**src/rtl/unidade_controle_multiciclo.sv**
```systemverilog
// Multi-cycle control FSM for the RV64 datapath: latches the fetched
// instruction, decodes it and drives the datapath controls and a one-cycle commit window.
module unidade_controle_multiciclo #(
    parameter int MEM_WAIT = 1,
    parameter int CNT_W    = 32
) (
    input  logic             clk,
    input  logic             reset,
    input  logic             start,
    input  logic [31:0]      instrucao,
    output logic             load_en,
    output logic             store_en,
    output logic [1:0]       op_ula,
    output logic [1:0]       operation_type,
    output logic             ula_entry,
    output logic             branch,
    output logic             auipc,
    output logic             jal,
    output logic             jalr,
    output logic             sign,
    output logic             pc_en,
    output logic             busy,
    output logic             halted,
    output logic             illegal,
    output logic [CNT_W-1:0] retired_count
);

    localparam logic [6:0] OP_LOAD  = 7'b0000011;
    localparam logic [6:0] OP_STORE = 7'b0100011;
    localparam logic [6:0] OP_R     = 7'b0110011;
    localparam logic [6:0] OP_I     = 7'b0010011;
    localparam logic [6:0] OP_BR    = 7'b1100011;
    localparam logic [6:0] OP_JAL   = 7'b1101111;
    localparam logic [6:0] OP_JALR  = 7'b1100111;
    localparam logic [6:0] OP_AUIPC = 7'b0010111;
    localparam logic [6:0] OP_SYS   = 7'b1110011;

    localparam logic [3:0] LP_LAST = 4'(MEM_WAIT - 1);

    typedef enum logic [2:0] {
        S_IDLE,
        S_FETCH,
        S_DECODE,
        S_EXEC,
        S_MEM,
        S_HALT
    } state_t;

    state_t           r_state;
    state_t           w_next;
    logic [31:0]      r_ir;
    logic [3:0]       r_cnt;
    logic             r_illegal;
    logic [CNT_W-1:0] r_retired;

    logic       w_known;
    logic       w_sys;
    logic       w_mem;
    logic       w_ld;
    logic       w_st;
    logic [1:0] w_opt;
    logic       w_ue;
    logic [1:0] w_opu;
    logic       w_br;
    logic       w_au;
    logic       w_jal;
    logic       w_jalr;
    logic       w_sign;
    logic       w_last;
    logic       w_ctrl;
    logic       w_commit;
    logic       w_unused;

    // Only the opcode, funct3[2:1] and bit 30 steer the controls
    assign w_unused = ^{r_ir[31], r_ir[29:15], r_ir[12:7]};

    always_comb begin
        w_known = 1'b1;
        w_sys   = 1'b0;
        w_mem   = 1'b0;
        w_ld    = 1'b0;
        w_st    = 1'b0;
        w_opt   = 2'b00;
        w_ue    = 1'b0;
        w_opu   = 2'b00;
        w_br    = 1'b0;
        w_au    = 1'b0;
        w_jal   = 1'b0;
        w_jalr  = 1'b0;
        w_sign  = 1'b0;
        case (r_ir[6:0])
            OP_LOAD: begin
                w_mem = 1'b1;
                w_ld  = 1'b1;
                w_opt = 2'b01;
                w_opu = 2'b01;
            end
            OP_STORE: begin
                w_mem = 1'b1;
                w_st  = 1'b1;
                w_opt = 2'b01;
                w_opu = 2'b01;
            end
            OP_R: begin
                w_ld  = 1'b1;
                w_ue  = 1'b1;
                w_opu = r_ir[30] ? 2'b00 : 2'b01;
            end
            OP_I: begin
                w_ld  = 1'b1;
                w_opu = r_ir[30] ? 2'b00 : 2'b01;
            end
            OP_BR: begin
                w_opt = 2'b01;
                w_ue  = 1'b1;
                w_br  = 1'b1;
                case (r_ir[14:13])
                    2'b00: begin
                        w_opu  = 2'b10;
                        w_sign = 1'b1;
                    end
                    2'b10: begin
                        w_opu  = 2'b11;
                        w_sign = 1'b1;
                    end
                    2'b11: begin
                        w_opu  = 2'b11;
                        w_sign = 1'b0;
                    end
                    default: w_known = 1'b0;
                endcase
            end
            OP_JAL: begin
                w_ld  = 1'b1;
                w_opt = 2'b10;
                w_jal = 1'b1;
            end
            OP_JALR: begin
                w_ld   = 1'b1;
                w_opt  = 2'b10;
                w_jalr = 1'b1;
            end
            OP_AUIPC: begin
                w_ld  = 1'b1;
                w_opt = 2'b10;
                w_au  = 1'b1;
            end
            OP_SYS: begin
                w_known = 1'b0;
                w_sys   = 1'b1;
            end
            default: w_known = 1'b0;
        endcase
    end

    assign w_last = (r_cnt == LP_LAST);
    assign w_ctrl = (r_state == S_EXEC) || (r_state == S_MEM);

    // A reset arriving in the commit cycle cancels the commit
    assign w_commit = !reset &&
        (((r_state == S_EXEC) && !w_mem) ||
         ((r_state == S_MEM) && w_last));

    always_comb begin
        w_next = r_state;
        case (r_state)
            S_IDLE:   if (start) w_next = S_FETCH;
            S_FETCH:  w_next = S_DECODE;
            S_DECODE: begin
                if (w_sys || !w_known) w_next = S_HALT;
                else                   w_next = S_EXEC;
            end
            S_EXEC:   w_next = w_mem ? S_MEM : S_FETCH;
            S_MEM:    if (w_last) w_next = S_FETCH;
            S_HALT:   w_next = S_HALT;
            default:  w_next = S_IDLE;
        endcase
    end

    always_ff @(posedge clk) begin
        if (reset) begin
            r_state   <= S_IDLE;
            r_ir      <= '0;
            r_cnt     <= '0;
            r_illegal <= 1'b0;
            r_retired <= '0;
        end else begin
            r_state <= w_next;
            if (r_state == S_FETCH) r_ir <= instrucao;
            if ((r_state == S_MEM) && !w_last) r_cnt <= r_cnt + 4'd1;
            else                               r_cnt <= '0;
            if ((r_state == S_DECODE) && !w_known && !w_sys)
                r_illegal <= 1'b1;
            if (w_commit) r_retired <= r_retired + CNT_W'(1);
        end
    end

    always_comb begin
        pc_en          = w_commit;
        load_en        = w_commit & w_ld;
        store_en       = w_commit & w_st;
        op_ula         = w_ctrl ? w_opu : 2'b00;
        operation_type = w_ctrl ? w_opt : 2'b00;
        ula_entry      = w_ctrl & w_ue;
        branch         = w_ctrl & w_br;
        auipc          = w_ctrl & w_au;
        jal            = w_ctrl & w_jal;
        jalr           = w_ctrl & w_jalr;
        sign           = w_ctrl & w_sign;
        busy           = (r_state != S_IDLE) && (r_state != S_HALT);
        halted         = (r_state == S_HALT);
        illegal        = r_illegal;
        retired_count  = r_retired;
    end

endmodule

```
**config.mk**
```make
export PLATFORM = sky130hd
export DESIGN_NAME = unidade_controle_multiciclo
export DESIGN_NICKNAME = d
export VERILOG_FILES = /design/src/rtl/unidade_controle_multiciclo.sv
export SDC_FILE = /design/constraint.sdc
export NUM_CORES = 1
export LEC_CHECK = 0
export CAP_MARGIN = 0
export CORE_AREA = 2 2 105 107
export DETAILED_ROUTE_END_ITERATION = 7
export DIE_AREA = 0 0 107 109
export GPL_TIMING_DRIVEN = 0
export HOLD_SLACK_MARGIN = 0.05
export SLEW_MARGIN = 5
export SYNTH_ARGS = -nofsm -noshare
export SYNTH_HDL_FRONTEND = slang
export SYNTH_SLANG_ARGS = --single-unit
```
**constraint.sdc**
```tcl
create_clock -name clk -period 2.1 [get_ports clk]
set_input_delay 0.63 -clock clk [delete_from_list [all_inputs] [get_ports clk]]
set_output_delay 0.63 -clock clk [all_outputs]
set_load 0.01 [all_outputs]
```
After elaboration in Yosys (flattened, before gate mapping)
Cells that the tools add are included.

word-level totals
  register bits after elaboration = 71
  output and inout port bits = 48
  logic and storage cells = 90

cells by class
  add/sub/neg operators = 2
  eq/ne operators = 19
  muxes and demuxes = 24
  bitwise operators = 9
  reduce and logical (&&, ||, !) cells = 31

operators with widths
  cell                   number
  $add 32x1->32 const B  1
  $eq 7x7->1 const B     4
  $pmux 3 s6             1
  $eq 7x5->1 const B     2
  $eq 7x6->1 const B     2
  $mux 1                 13
  $mux 3                 4
  $reduce_or 2->1        6
  $reduce_or 3->1        3
  $and 1x1->1            8
  $pmux 2 s2             2
  $eq 7x2->1 const B     1
  $logic_and 1x1->1      7
  $reduce_or 7->1        1
  $eq 3x2->1 const B     2
  $eq 3x3->1 const B     2
  $pmux 2 s3             1
  $reduce_or 6->1        1
  $logic_not 1->1        5
  $add 4x1->4 const B    1
  $eq 2x2->1 const B     2
  $logic_not 4->1        1
  $mux 2                 2
  $ne 2x2->1 const B     2
  other kinds (9)        11

Logic depth before layout (Yosys ltp)
  word-level depth = 8
  mapped depth = 9

Worst setup path after synthesis
No wires, ideal clock.

  kind = reg-to-output
  from = register r_state[0]
  to = output port store_en
  arrival time = 1869 ps
  data required time = 1470 ps
  setup slack = -399 ps
  cell stages (with the launch flop) = 8
  buffers on the path = 3
  cells stage by stage = dfxtp_1 buf_2 or3b_4 nor2b_4 buf_6 buf_2 nor2_1 nor4b_1

between the ends
  longest elaborated chain between the ends = 5
  elaborated cells on any way between the ends = 7

ends and longest elaborated chain
  element                                      RTL line  RTL
  from (decl)                                  49        state_t r_state;
  from (signal assigned)                       188       r_state <= w_next;
  $eq 3x2->1 or $eq 3x3->1 (tied branches)     161, 162
  $logic_and 1x1->1, on equally long branches  161, 162
  $logic_or 1x1->1 (*)                         161       (((r_state == S_EXEC) && !w_mem) ||
  $logic_and 1x1->1 (*)                        160       assign w_commit = !reset &&
  $and 1x1->1 (*)                              201       store_en = w_commit & w_st;
  to (decl)                                    12        output logic store_en,

Mark *: on every way between the ends. The rest lies on a longest branch, timed or not.

Worst setup path after layout
  from = register r_ir[6]
  to = output port load_en

between the ends
  longest elaborated chain between the ends = 8
  elaborated cells on any way between the ends = 16

ends and longest elaborated chain
  element                                   RTL line  RTL
  from (decl)                               51        logic [31:0] r_ir;
  from (signal assigned)                    189       if (r_state == S_FETCH) r_ir <= instrucao;
  $eq 7x6->1 or $eq 7x2->1 (tied branches)  91        case (r_ir[6:0])
  $reduce_or 2->1 (no line)                 --
  $mux 1                                    91
  $logic_not 1->1                           161
  $logic_and 1x1->1                         161
  $logic_or 1x1->1                          161
  $logic_and 1x1->1                         160
  $and 1x1->1 (*)                           200       load_en = w_commit & w_ld;
  to (decl)                                 11        output logic load_en,

Marked as above.

==> metrics.txt <==
outcome=finished, violations left; failing checks=negative setup slack; global route total overflow=0; Worst Hold Path Cells=2; PortBufs=60; Die ar.=0.0117 mm^2; WS Path Type=reg -> out; post-synthesis compound-gate area fraction=16.9%; post-cts hold buffer count=0; placed cell count=507; register area share after synthesis=38.9%; Initial Util=24.3%; DRC=0; Worst Path Required=1.47 ns; final design utilization=36.7%; synthesized flop and latch total=50; Syn Inst Count=307; cell family with most CP delay=simple AND/OR/NAND/NOR gates; CTS tree=built; worst path cell trace=buf_8 > or4b_4 > a21oi_2 > buf_4 > a21oi_2 > nor3_2 > buf_2; Synth area leader=dfxtp_1; worst-path fanout max=2; ys flop type=dfxtp_1; commonest non-fill, non-tap cell in the layout=nor2_1; P&R area growth vs syn=50.9%; Arr. time, crit path=1.89 ns; Via density=4.77; pre-CTS WS=-1.44 ns; DRT iter0 DRCs=76; wire length on met2=3710 um; Netlist cell types=48; RSZ-0062 raised after global routing=yes; DRT Pass-1 Iters=4; first-pass GRT wire length=11,900 um; DP HPWL=5130 um; Post-Syn Nets=345; Routability Congestion=0.759; initial antenna violation count=0; Area after DPL=0.00344 mm^2; Design Area, Final=0.00389 mm^2; vias in the first global route=2,386; met3 wire length=354 um; ANT nets after route=0; most frequent cells in the layout=nor2_1, clkdlybuf4s50_1, dfxtp_1; Critical Path Start Type=register; fraction of registers with async set or reset after synthesis=0%; MaxCap Viol Count=0; wire per inst=14.2 um; Final Hold Vio Count=0; simple-gate share of the synthesized area=26.9%; Top-Level Pins=83; fill cell count=1,082; worst-margin pin slew=0.707 ns; synthesized area per cell=8.39 um^2; Synth area leaders=dfxtp_1, nor2_1, xor2_1, a21oi_1, mux2i_1; Fmax achieved=397 MHz; Ys Warns=0; Layout Skew=0.0109 ns; number of clock sinks=50; Die W=107 um; Final WS setup=-0.422 ns; CP peak stage delay=0.49 ns; clock-pin slew on the worst setup and hold paths=0.10 ns; main combinational cell family by area after synthesis=simple AND/OR/NAND/NOR gates; detailed-route via count=2,572; # nets final=436; clock latency at the later pin of the worst-skew pair=0.31 ns; Cell Count, Final, Fillers Out=539; post-synthesis adder-cell area fraction=1.46%; clk root buf=clkbuf_8; n_diodes=0; Crit-path slowest cell=or4b_4; CTS H-tree lvls=2; area share of xor/xnor cells in the synthesized design=6.80%; cts bufs inserted=5; final-report max-slew violation count=0; HP Class=reg -> reg; Max Root-Sink Buffers=2; final worst path period share=120%; CP endpoint kind=output port; routed wire length=7640 um; pin count of the biggest net entering global routing=16; met1 wire length=3460 um; row count=38; Worst path depth=7; layout cell share with drive strength beyond 1=26.1%; Tmin final=2.52 ns; Synth top area share=38.9%; Reg2Reg Depth=7; Slew HR=52.9%; cell area after synthesis=0.00258 mm^2; hold slack=0.513 ns; pwr dens=484 mW/mm^2; Worst VDD drop=0.000291 V; multiplexer area fraction after synthesis=3.89%; top sig layer=met4; total track usage=12.8%; Pleak=0.00138 uW; Post-synth EDFFs=0; Setup Viol. Count Final=13; Bufs and invs on worst path=3; DIE HEIGHT=109 um; core area=0.0106 mm^2; most used cell, CP=a21oi_2
-- what timing repair did --
item,in CTS,in global routing
setup buffers,13,16
resized for setup,88,30
endpoints found under the setup margin,56,39
pin swaps,7,10
cloned,0,1
hold endpoints to repair,0,0
-- through the flow --
stage	TNS (ns)	total power (uW)
floorplan	-0.549	1140
global placement	-25.57	1210
detailed placement	-26.77	1210
CTS	-4.82	1870
global route	-4.92	1960
finish	-4.07	1880
-- cell type report --
cell class | count | area, um^2 | share of cell area [%]
Buffer | 13 | 119 | 3.06
Multi-Input combinational cell | 230 | 1650 | 42.4
Clock inverter | 1 | 8.76 | 0.225
Tap cell | 140 | 175 | 4.51
Timing Repair Buffer | 88 | 786 | 20.2
Inverter | 10 | 37.5 | 0.966
Sequential cell | 50 | 1020 | 26.2
Clock buffer | 7 | 96.3 | 2.48
-- path summary, 6_finish.rpt --
| path | start | endpoint | slack, ns |
|---|---|---|---|
| worst max-delay path | r_ir[6] | load_en | -0.42 |
| worst min-delay path | illegal | illegal | 0.51 |
| worst max register to register | r_state[1] | retired_count[12] | 0.07 |
| worst min register to register | illegal | illegal | 0.51 |
-- logic make-up (layout without fill, tap and decap cells) --
kind of cell | count (synthesis) | after routing
compound gates | 65 | 66
fa+ha+maj | 3 | 3
flops | 50 | 50
buf+inv | 28 | 119
simple gates | 131 | 131
mux | 10 | 10
xor+xnor | 20 | 20
-- where the power goes --
group          leakage (uW)  switching [uW]  total (uW)  internal (uW)
sequential         0.000409            24.0         995            971
clock             0.0000544             340         643            303
combinational      0.000915             121         242            121
total               0.00138             485        1880           1400
-- worst min-delay path, stage by stage, from the launching register on --
cell,delay [ns]
dfxtp_1,0.36
a21oi_1,0.05
nor2_1,0.07
-- cells in the mapped netlist (8+ instances only) --
cell / number
or3_1: 12
inv_1: 10
a21oi_1: 23
nand2_1: 13
mux2i_1: 10
dfxtp_1: 50
o21ai_0: 10
clkbuf_1: 10
nor2_1: 50
xor2_1: 16
nand3_1: 10
o21ai_1: 8
-- flip-flops by register name (all words and copies together), names as in the netlist --
name	cells
illegal	1
r_cnt	4
r_ir	10
r_state	3
retired_count	32
-- per-layer routing --
metal / track usage, % / up-vias
met1: 16.2 / 1229
met4: 3.71 / 0
met3: 2.75 / 13
li1: - / 1271
met5: 0 / -
met2: 21.8 / 59
No activity file was read; power rests on OpenSTA's default activity.
